===== config.mk =====
export PLATFORM = sky130hd
export DESIGN_NAME = mem_burst_seq
export DESIGN_NICKNAME = d
export VERILOG_FILES = /design/src/rtl/mem_burst_seq.sv
export SDC_FILE = /design/constraint.sdc
export NUM_CORES = 1
export LEC_CHECK = 0
export BUFFER_PORTS_ARGS = -buffer_cell sky130_fd_sc_hd__buf_4
export CORE_AREA = 2 2 113 115
export CTS_BUF_LIST = sky130_fd_sc_hd__clkbuf_2
export CTS_CLUSTER_DIAMETER = 50
export DETAILED_ROUTE_END_ITERATION = 7
export DIE_AREA = 0 0 115 117
export GPL_TIMING_DRIVEN = 0
export PLACE_DENSITY = 0.87
export SLEW_MARGIN = 20
export SYNTH_ARGS = -nofsm -noshare
export SYNTH_HDL_FRONTEND = slang
export SYNTH_SLANG_ARGS = --single-unit

===== constraint.sdc =====
create_clock -name CLK100 -period 5.2 [get_ports CLK100]
set_clock_uncertainty 0.15 [all_clocks]
set_input_delay 0.52 -clock CLK100 [delete_from_list [all_inputs] [get_ports CLK100]]
set_output_delay 0.52 -clock CLK100 [all_outputs]
set_load 0.03 [all_outputs]

===== src/rtl/mem_burst_seq.sv =====
// Burst sequencer: splits a row read/write request from memory_control into
// fixed-length SDRAM bursts and strobes the line buffers one word at a time.
module mem_burst_seq #(
  parameter int WORDS_PER_OP = 1024,
  parameter int BURST_LEN    = 8,
  parameter int COL_WIDTH    = 9
) (
  input  logic                      CLK100,
  input  logic                      RESET_N,
  input  logic                      C_READ,
  input  logic                      C_WRITE,
  input  logic [1:0]                C_BANK,
  input  logic [12:0]               C_ROW_ADDRESS,
  input  logic [15:0]               DATA_MEM_OUT,
  output logic [15:0]               DATA_MEM_IN,
  output logic                      BUF_EN,
  output logic                      END_OPERATION,
  output logic                      BUSY,
  output logic                      SD_CMD_VALID,
  input  logic                      SD_CMD_READY,
  output logic                      SD_WE,
  output logic [2+13+COL_WIDTH-1:0] SD_ADDR,
  output logic [15:0]               SD_WDATA,
  input  logic                      SD_WREADY,
  input  logic [15:0]               SD_RDATA,
  input  logic                      SD_RVALID
);

  localparam int CNT_W  = $clog2(WORDS_PER_OP + 1);
  localparam int SLOT_W = $clog2(BURST_LEN);
  localparam int IDX_W  = SLOT_W + 1;
  localparam logic [IDX_W-1:0] IDX_LAST = IDX_W'(BURST_LEN - 1);
  localparam logic [IDX_W-1:0] IDX_FULL = IDX_W'(BURST_LEN);

  typedef enum logic [2:0] {IDLE, W_FILL, W_CMD, W_DATA, R_CMD, R_DATA, DONE} state_t;

  state_t               r_state;
  state_t               w_state_nxt;
  logic [1:0]           r_bank;
  logic [12:0]          r_row;
  logic [CNT_W-1:0]     r_w;
  logic [IDX_W-1:0]     r_idx;
  logic                 r_buf_en;
  logic [15:0]          r_data_in;
  logic [15:0]          r_buf [BURST_LEN];

  logic                 w_latch;
  logic                 w_idx_clr;
  logic                 w_idx_inc;
  logic                 w_w_adv;
  logic                 w_fill_cap;
  logic                 w_rd_cap;
  logic                 w_buf_en_nxt;
  logic                 w_last_burst;
  logic [SLOT_W-1:0]    w_fill_slot;
  logic [12:0]          w_row;
  logic [COL_WIDTH-1:0] w_col;

  assign w_last_burst = (32'(r_w) + 32'(BURST_LEN)) == 32'(WORDS_PER_OP);
  assign w_fill_slot  = SLOT_W'(r_idx - IDX_W'(1));

  always_ff @(posedge CLK100 or negedge RESET_N) begin
    if (!RESET_N) r_state <= IDLE;
    else          r_state <= w_state_nxt;
  end

  // r_idx counts fill cycles in W_FILL (capture lags BUF_EN by one) and words in the data phases.
  always_comb begin
    w_state_nxt  = r_state;
    w_latch      = 1'b0;
    w_idx_clr    = 1'b0;
    w_idx_inc    = 1'b0;
    w_w_adv      = 1'b0;
    w_fill_cap   = 1'b0;
    w_rd_cap     = 1'b0;
    w_buf_en_nxt = 1'b0;
    case (r_state)
      IDLE: begin
        if (C_WRITE && !C_READ) begin
          w_state_nxt  = W_FILL;
          w_latch      = 1'b1;
          w_idx_clr    = 1'b1;
          w_buf_en_nxt = 1'b1;
        end else if (C_READ && !C_WRITE) begin
          w_state_nxt = R_CMD;
          w_latch     = 1'b1;
          w_idx_clr   = 1'b1;
        end
      end
      W_FILL: begin
        w_idx_inc    = 1'b1;
        w_fill_cap   = (r_idx != '0);
        w_buf_en_nxt = (r_idx < IDX_LAST);
        if (r_idx == IDX_FULL) begin
          w_state_nxt = W_CMD;
          w_idx_clr   = 1'b1;
        end
      end
      W_CMD: begin
        if (SD_CMD_READY) w_state_nxt = W_DATA;
      end
      W_DATA: begin
        if (SD_WREADY) begin
          if (r_idx == IDX_LAST) begin
            w_w_adv   = 1'b1;
            w_idx_clr = 1'b1;
            if (w_last_burst) begin
              w_state_nxt = DONE;
            end else begin
              w_state_nxt  = W_FILL;
              w_buf_en_nxt = 1'b1;
            end
          end else begin
            w_idx_inc = 1'b1;
          end
        end
      end
      R_CMD: begin
        if (SD_CMD_READY) w_state_nxt = R_DATA;
      end
      // One extra cycle after the last word so END_OPERATION follows the final BUF_EN.
      R_DATA: begin
        if (r_idx == IDX_FULL) begin
          w_w_adv     = 1'b1;
          w_idx_clr   = 1'b1;
          w_state_nxt = w_last_burst ? DONE : R_CMD;
        end else if (SD_RVALID) begin
          w_rd_cap     = 1'b1;
          w_buf_en_nxt = 1'b1;
          w_idx_inc    = 1'b1;
        end
      end
      DONE:    w_state_nxt = IDLE;
      default: w_state_nxt = IDLE;
    endcase
  end

  always_ff @(posedge CLK100 or negedge RESET_N) begin
    if (!RESET_N) begin
      r_bank    <= '0;
      r_row     <= '0;
      r_w       <= '0;
      r_idx     <= '0;
      r_buf_en  <= 1'b0;
      r_data_in <= '0;
    end else begin
      r_buf_en <= w_buf_en_nxt;
      if (w_latch) begin
        r_bank <= C_BANK;
        r_row  <= C_ROW_ADDRESS;
        r_w    <= '0;
      end else if (w_w_adv) begin
        r_w <= r_w + CNT_W'(BURST_LEN);
      end
      if (w_idx_clr)      r_idx <= '0;
      else if (w_idx_inc) r_idx <= r_idx + IDX_W'(1);
      if (w_rd_cap) r_data_in <= SD_RDATA;
    end
  end

  always_ff @(posedge CLK100) begin
    if (w_fill_cap) r_buf[w_fill_slot] <= DATA_MEM_OUT;
  end

  assign w_row = r_row + 13'(32'(r_w) >> COL_WIDTH);
  assign w_col = COL_WIDTH'(r_w);

  assign SD_ADDR       = {r_bank, w_row, w_col};
  assign SD_CMD_VALID  = (r_state == W_CMD) || (r_state == R_CMD);
  assign SD_WE         = (r_state == W_CMD);
  assign SD_WDATA      = (r_state == W_DATA) ? r_buf[r_idx[SLOT_W-1:0]] : '0;
  assign BUF_EN        = r_buf_en;
  assign DATA_MEM_IN   = r_data_in;
  assign END_OPERATION = (r_state == DONE);
  assign BUSY          = (r_state != IDLE);

endmodule

==> results.toml, run 1 <==
[synth]
synth_common_cells = "edfxtp_1 (128), nand2_1 (56), dfrtp_1 (47)"
synthDistinctLibCells = 54
yosys_warnings = 0
synth_edf_count = 128
ys_ff_latch = 175
netlist.area_leader.share_pct = 51.1
synthFlopType = "edfxtp_1"
syn-cell-area_um2 = 7520
yosysMostFrequentCell = "edfxtp_1"
yosysSeqAreaShare_pct = 66.8
syn_avg_cell_area_um2 = 15.2
async_flop_share_pct = 26.9
netlist_top_cells_area = "edfxtp_1 (51%), dfrtp_1 (16%), mux4_2 (9.6%)"
synth_cells = 496
synth_top_area_cell = "edfxtp_1"

[floorplan]
core_um2 = 12300
die_h_um = 117
rows = 41
dieArea_um2 = 13500
ios = 115
die_w_um = 115
start_util_pct = 61.1

[clock_network]
cts.sinks = 175
clk_latency_ns = 0.74
hold_buffers = 48
h-tree-depth = 4
path_clk_slew_ns = 0.23
cts_buffers = 17
cts_max_path_buffers = 2
root_buffer = "clkbuf_2"
cts_resized = 0
cts_tree = "done"
postCtsSetupRepairBufs = 0

[worst_setup_path]
critPathLaunchType = "flip-flop"
ff2ff_setup_slack_ns = 1.31
worst-setup-path-type = "reg -> reg"
end_kind = "flip-flop"
crit_required_ns = 5.68
cp_max_fo = 10
arrival_ns = 4.37

[drt]
dr.pass1.iters = 6
wl_per_cell_um = 19.1
vias = 4873
antenna_left = 0
first_iter_violations = 386
vias_per_cell = 5.73
drc = 0
drt-total-wl_mm = 16.2

[timing]
rsz0062_at_grt = "no"
final.setup.worst_slack_ns = 1.31
slew_headroom_pct = 32.5
post-route-period-util_pct = 74.7
fin_crit_ns = 3.89
hold_viol_final = 0
tns_ns = 0
slew_viol_final = 0
setup_viol = 0
tightest_slew_ns = 1.01
max_freq_mhz = 257

[pwr]
power_leakage_nw = 3.65
ir_drop_uv = 245
power_density_nw_per_um2 = 506

[run_status]
status = "complete, no violations"

[cells_and_area]
ff_latch_area_um2 = 5020
fin_util_pct = 76.4
syn2layout_area_growth_pct = 25.1
antenna_cells = 0
drive_above_1_share_pct = 33.6
multiInputGateArea_um2 = 2310
fill_cells = 727
fin_nets = 749

[global_route]
grt_pass1_vias = 4846
grt_max_degree = 48
antenna_found_initial = 0
grt_pass1_wl_mm = 25.0
grtUsageTotal_pct = 25.4
overflow = 0

[worst_hold_path]
hold_class = "in -> reg"

[placed_design]
portBuffers = 111
place_congestion = 0.918
pre_cts_ws_ns = 1.36
dp_hpwl_mm = 10.9

[run]
cap_violations = 0
-- per-layer routing --
metal	wire length, µm	track usage (%)
met5	0	0
met4	323	8.11
met3	1090	6.59
met2	8270	44.5
met1	6530	31.4
-- final cells by class --
type	count	area share [%]
sequential	175	53.4
multi-input combinational	278	24.6
timing repair buffer	171	15.4
tap	150	2.00
buffer	34	1.94
clock inverter	14	1.37
clock buffer	17	0.905
inverter	11	0.439
-- layout by cell type (no fill, tap or decap), drive strengths merged, types with 2 or more instances in the layout --
master / n
dlygate4sd3: 48
ha: 6
or3: 3
nor3b: 4
mux2i: 18
nand2: 56
mux2: 17
mux4: 32
buf: 144
o31ai: 4
xnor2: 9
and3: 6
o21ai: 13
nor3: 7
a21oi: 9
conb: 3
inv: 17
xor2: 7
clkbuf: 30
dfrtp: 47
or2: 3
and2: 3
nor2: 40
nand3b: 2
edfxtp: 128
nand3: 13
clkinv: 6
nand2b: 4
-- final timing paths --
kind                                       startpoint                          end  depth (start not counted)
max in group asynchronous                     RESET_N   DATA_MEM_IN[4]$_DFFE_PN0P_                          2
worst min-delay path                        SD_WREADY       r_state[2]$_DFFE_PN0P_                          4
worst max register to register   r_idx[1]$_DFFE_PN0P_  DATA_MEM_IN[12]$_DFFE_PN0P_                          8
worst min register to register  r_bank[1]$_DFFE_PN0P_        r_bank[1]$_DFFE_PN0P_                          2
worst max-delay path             r_idx[1]$_DFFE_PN0P_  DATA_MEM_IN[12]$_DFFE_PN0P_                          8
min in group asynchronous                     RESET_N         r_row[0]$_DFFE_PN0P_                          2
-- critical path, stage by stage (launching register included) --
cell and delay, ns:
dfrtp_1 0.40, clkbuf_1 0.36, buf_1 0.60, inv_1 0.21
ha_1 0.30, nand3b_1 0.25, nor3b_2 0.77, buf_2 0.38
mux2_2 0.36
-- per-stage QoR --
step / hold slack [ns] / power [mW] / instance area, µm² / cells
final: 0.119 / 4.75 / 9400 / 850
after global routing: 0.0514 / 5.02 / 9400 / 850
after CTS: 0.0518 / 4.75 / 9400 / 850
after detailed placement: 0.327 / 4.09 / 8710 / 771
after global placement: 0.315 / 3.97 / 8550 / 759
after floorplan: 0.0744 / 3.40 / 7520 / 498
-- cells by family (layout without fill, tap and decap cells) --
kind of cell / after synthesis / after routing / share of synthesized area, %
compound gates: 40 / 40 / 3.66
xor+xnor: 16 / 16 / 1.86
fa+ha+maj: 7 / 7 / 1.26
buf+inv: 45 / 247 / 2.96
flops: 175 / 175 / 66.8
mux: 67 / 67 / 14.5
other cells: 1 / 3 / 0.0499
simple gates: 145 / 145 / 8.89
-- sequential cells by signal, summed over array words and instances (netlist names) --
| register | cells |
|---|---|
| r_row | 13 |
| r_state | 3 |
| r_bank | 2 |
| r_w | 8 |
| r_buf | 128 |
| DATA_MEM_IN | 16 |
| r_idx | 4 |
| BUF_EN | 1 |
-- where the power goes --
| part | switching, mW | total (mW) | internal [mW] |
|---|---|---|---|
| clock | 0.469 | 0.648 | 0.179 |
| sequential | 0.162 | 1.91 | 1.75 |
| combinational | 1.26 | 2.19 | 0.935 |
| total | 1.89 | 4.75 | 2.87 |
(Power assumes the default switching activity.)
==> inputs of run 2 (changes only) <==
CORE_AREA = 2 2 116 118   (was 2 2 113 115)
DIE_AREA = 0 0 118 120   (was 0 0 115 117)
PLACE_DENSITY = 0.84   (was 0.87)
clock period = 4.1 ns   (was 5.2 ns; I/O delays follow)
==> run 2 against run 1 <==
Against the previous run: register-to-register slack worse by 0.96 ns; global-route usage is 1.7 points lower; critical path depth stayed put; total power is 33% higher; largest cell class unchanged.
==> results.toml, run 2 (synthesis gave the netlist of run 1 again) <==
[clock_network]
path_clk_slew_ns = 0.23
clk_latency_ns = 0.73
root_buffer = "clkbuf_2"
cts.sinks = 175
cts_max_path_buffers = 2
h-tree-depth = 4
cts_buffers = 17
cts_tree = "done"

[cells_and_area]
largest_reg_flops = 128
largest-register = "r_buf"
layout_commonest_cell = "edfxtp_1"
antenna_cells = 0
fin_area_um2 = 9560
final_cell_mix = "edfxtp_1 (128), buf_4 (126), nand2_1 (56)"
fin_nets = 750
drive_above_1_share_pct = 33.2
syn2layout_area_growth_pct = 27.2

[drt]
drt-total-wl_mm = 15.9
vias = 4793
drc = 0
first_iter_violations = 486
dr.pass1.iters = 5
wl_per_cell_um = 18.2
vias_per_cell = 5.46
antenna_left = 0

[global_route]
grt_pass1_vias = 4881
grt_pass1_wl_mm = 25.3
antenna_found_initial = 0
overflow = 0
grt_max_degree = 48
grtUsageTotal_pct = 23.7

[worst_setup_path]
end_kind = "flip-flop"
cp_slowest_cell = "buf_1"
arrival_ns = 4.05
critPathLaunchType = "flip-flop"
worst-setup-path-type = "reg -> reg"
ff2ff_setup_slack_ns = 0.35
cpPeakStageDelay_ns = 0.60
path_cells = "clkbuf_1 -> buf_1 -> inv_1 -> ha_1 -> or3_1 -> or2_2 -> nor2_2 -> buf_8"
crit_required_ns = 4.40
cp_max_fo = 11

[timing]
slew_headroom_pct = 29.2
slew_viol_final = 0
final.setup.worst_slack_ns = 0.351
fin_crit_ns = 3.75
rsz0062_at_grt = "no"
fin_hold_ws_ns = 0.0509
tightest_slew_ns = 1.06
setup_viol = 0
post-route-period-util_pct = 91.4
tns_ns = 0
max_freq_mhz = 267
hold_viol_final = 0

[floorplan]
core_um2 = 13000
dieArea_um2 = 14200
die_h_um = 120
start_util_pct = 57.9
ios = 115
die_w_um = 118
rows = 42

[pwr]
power_density_nw_per_um2 = 660
power_leakage_nw = 3.71
ir_drop_uv = 355
power.total_mw = 6.31

[placed_design]
dp_hpwl_mm = 10.7
portBuffers = 111
post_dp_cell_area_um2 = 8740
place_congestion = 0.872
pre_cts_ws_ns = 0.413

[run_status]
status = "complete, no violations"

[run]
cap_violations = 0

[worst_hold_path]
hold_class = "in -> async"
## run 2: worst paths after layout
check | startpoint | depth (start not counted) | to
setup reg to reg | r_idx[1]$_DFFE_PN0P_ | 8 | r_buf[6][10]$_DFFE_PP_
setup / recovery | r_idx[1]$_DFFE_PN0P_ | 8 | r_buf[6][10]$_DFFE_PP_
min in group CLK100 | SD_RVALID | 4 | DATA_MEM_IN[5]$_DFFE_PN0P_
hold reg to reg | r_bank[0]$_DFFE_PN0P_ | 2 | r_bank[0]$_DFFE_PN0P_
hold / removal | RESET_N | 2 | r_idx[0]$_DFFE_PN0P_
max in group asynchronous | RESET_N | 2 | r_row[6]$_DFFE_PN0P_
## run 2: final cells by class
type / instances / area, µm²
plain buffers: 34 / 181
clock buffers: 19 / 95.1
clock inverters: 13 / 240
fillers: 819 / 3420
inverters: 11 / 41.3
multi-input cells: 278 / 2310
flip-flops and latches: 175 / 5020
well taps: 176 / 220
repair buffers: 172 / 1450
## run 2: critical path, delay by kind of cell (launching register included)
family | cells | cell delay, ns
buf+inv | 4 | 1.32
simple gates | 3 | 1.21
flops | 1 | 0.41
fa+ha+maj | 1 | 0.36
## run 2: power breakdown
part / internal (mW) / switching [mW] / leakage (nW)
Combinational: 1.18 / 1.57 / 1.79
Sequential: 2.22 / 0.207 / 1.73
Clock: 0.583 / 0.543 / 0.195
## run 2: through the flow
| stage | instances | utilization, % |
|---|---|---|
| after floorplan | 498 | - |
| after global placement | 785 | 66.1 |
| after detailed placement | 797 | 67.3 |
| after CTS | 878 | 73.7 |
| after global routing | 878 | 73.7 |
| final | 878 | 73.7 |
## run 2: routing by layer
metal	GRT usage, %	part of all wire, %
met3	4.85	5.4
met1	28.6	41
met5	0	0
met2	42.9	53
met4	7.61	1.5
## run 2: timing repair
item,in CTS,in global routing
hold buffers,49,0
gates resized for setup,0,0
endpoints found under the hold margin,208,0
setup buffers,0,0
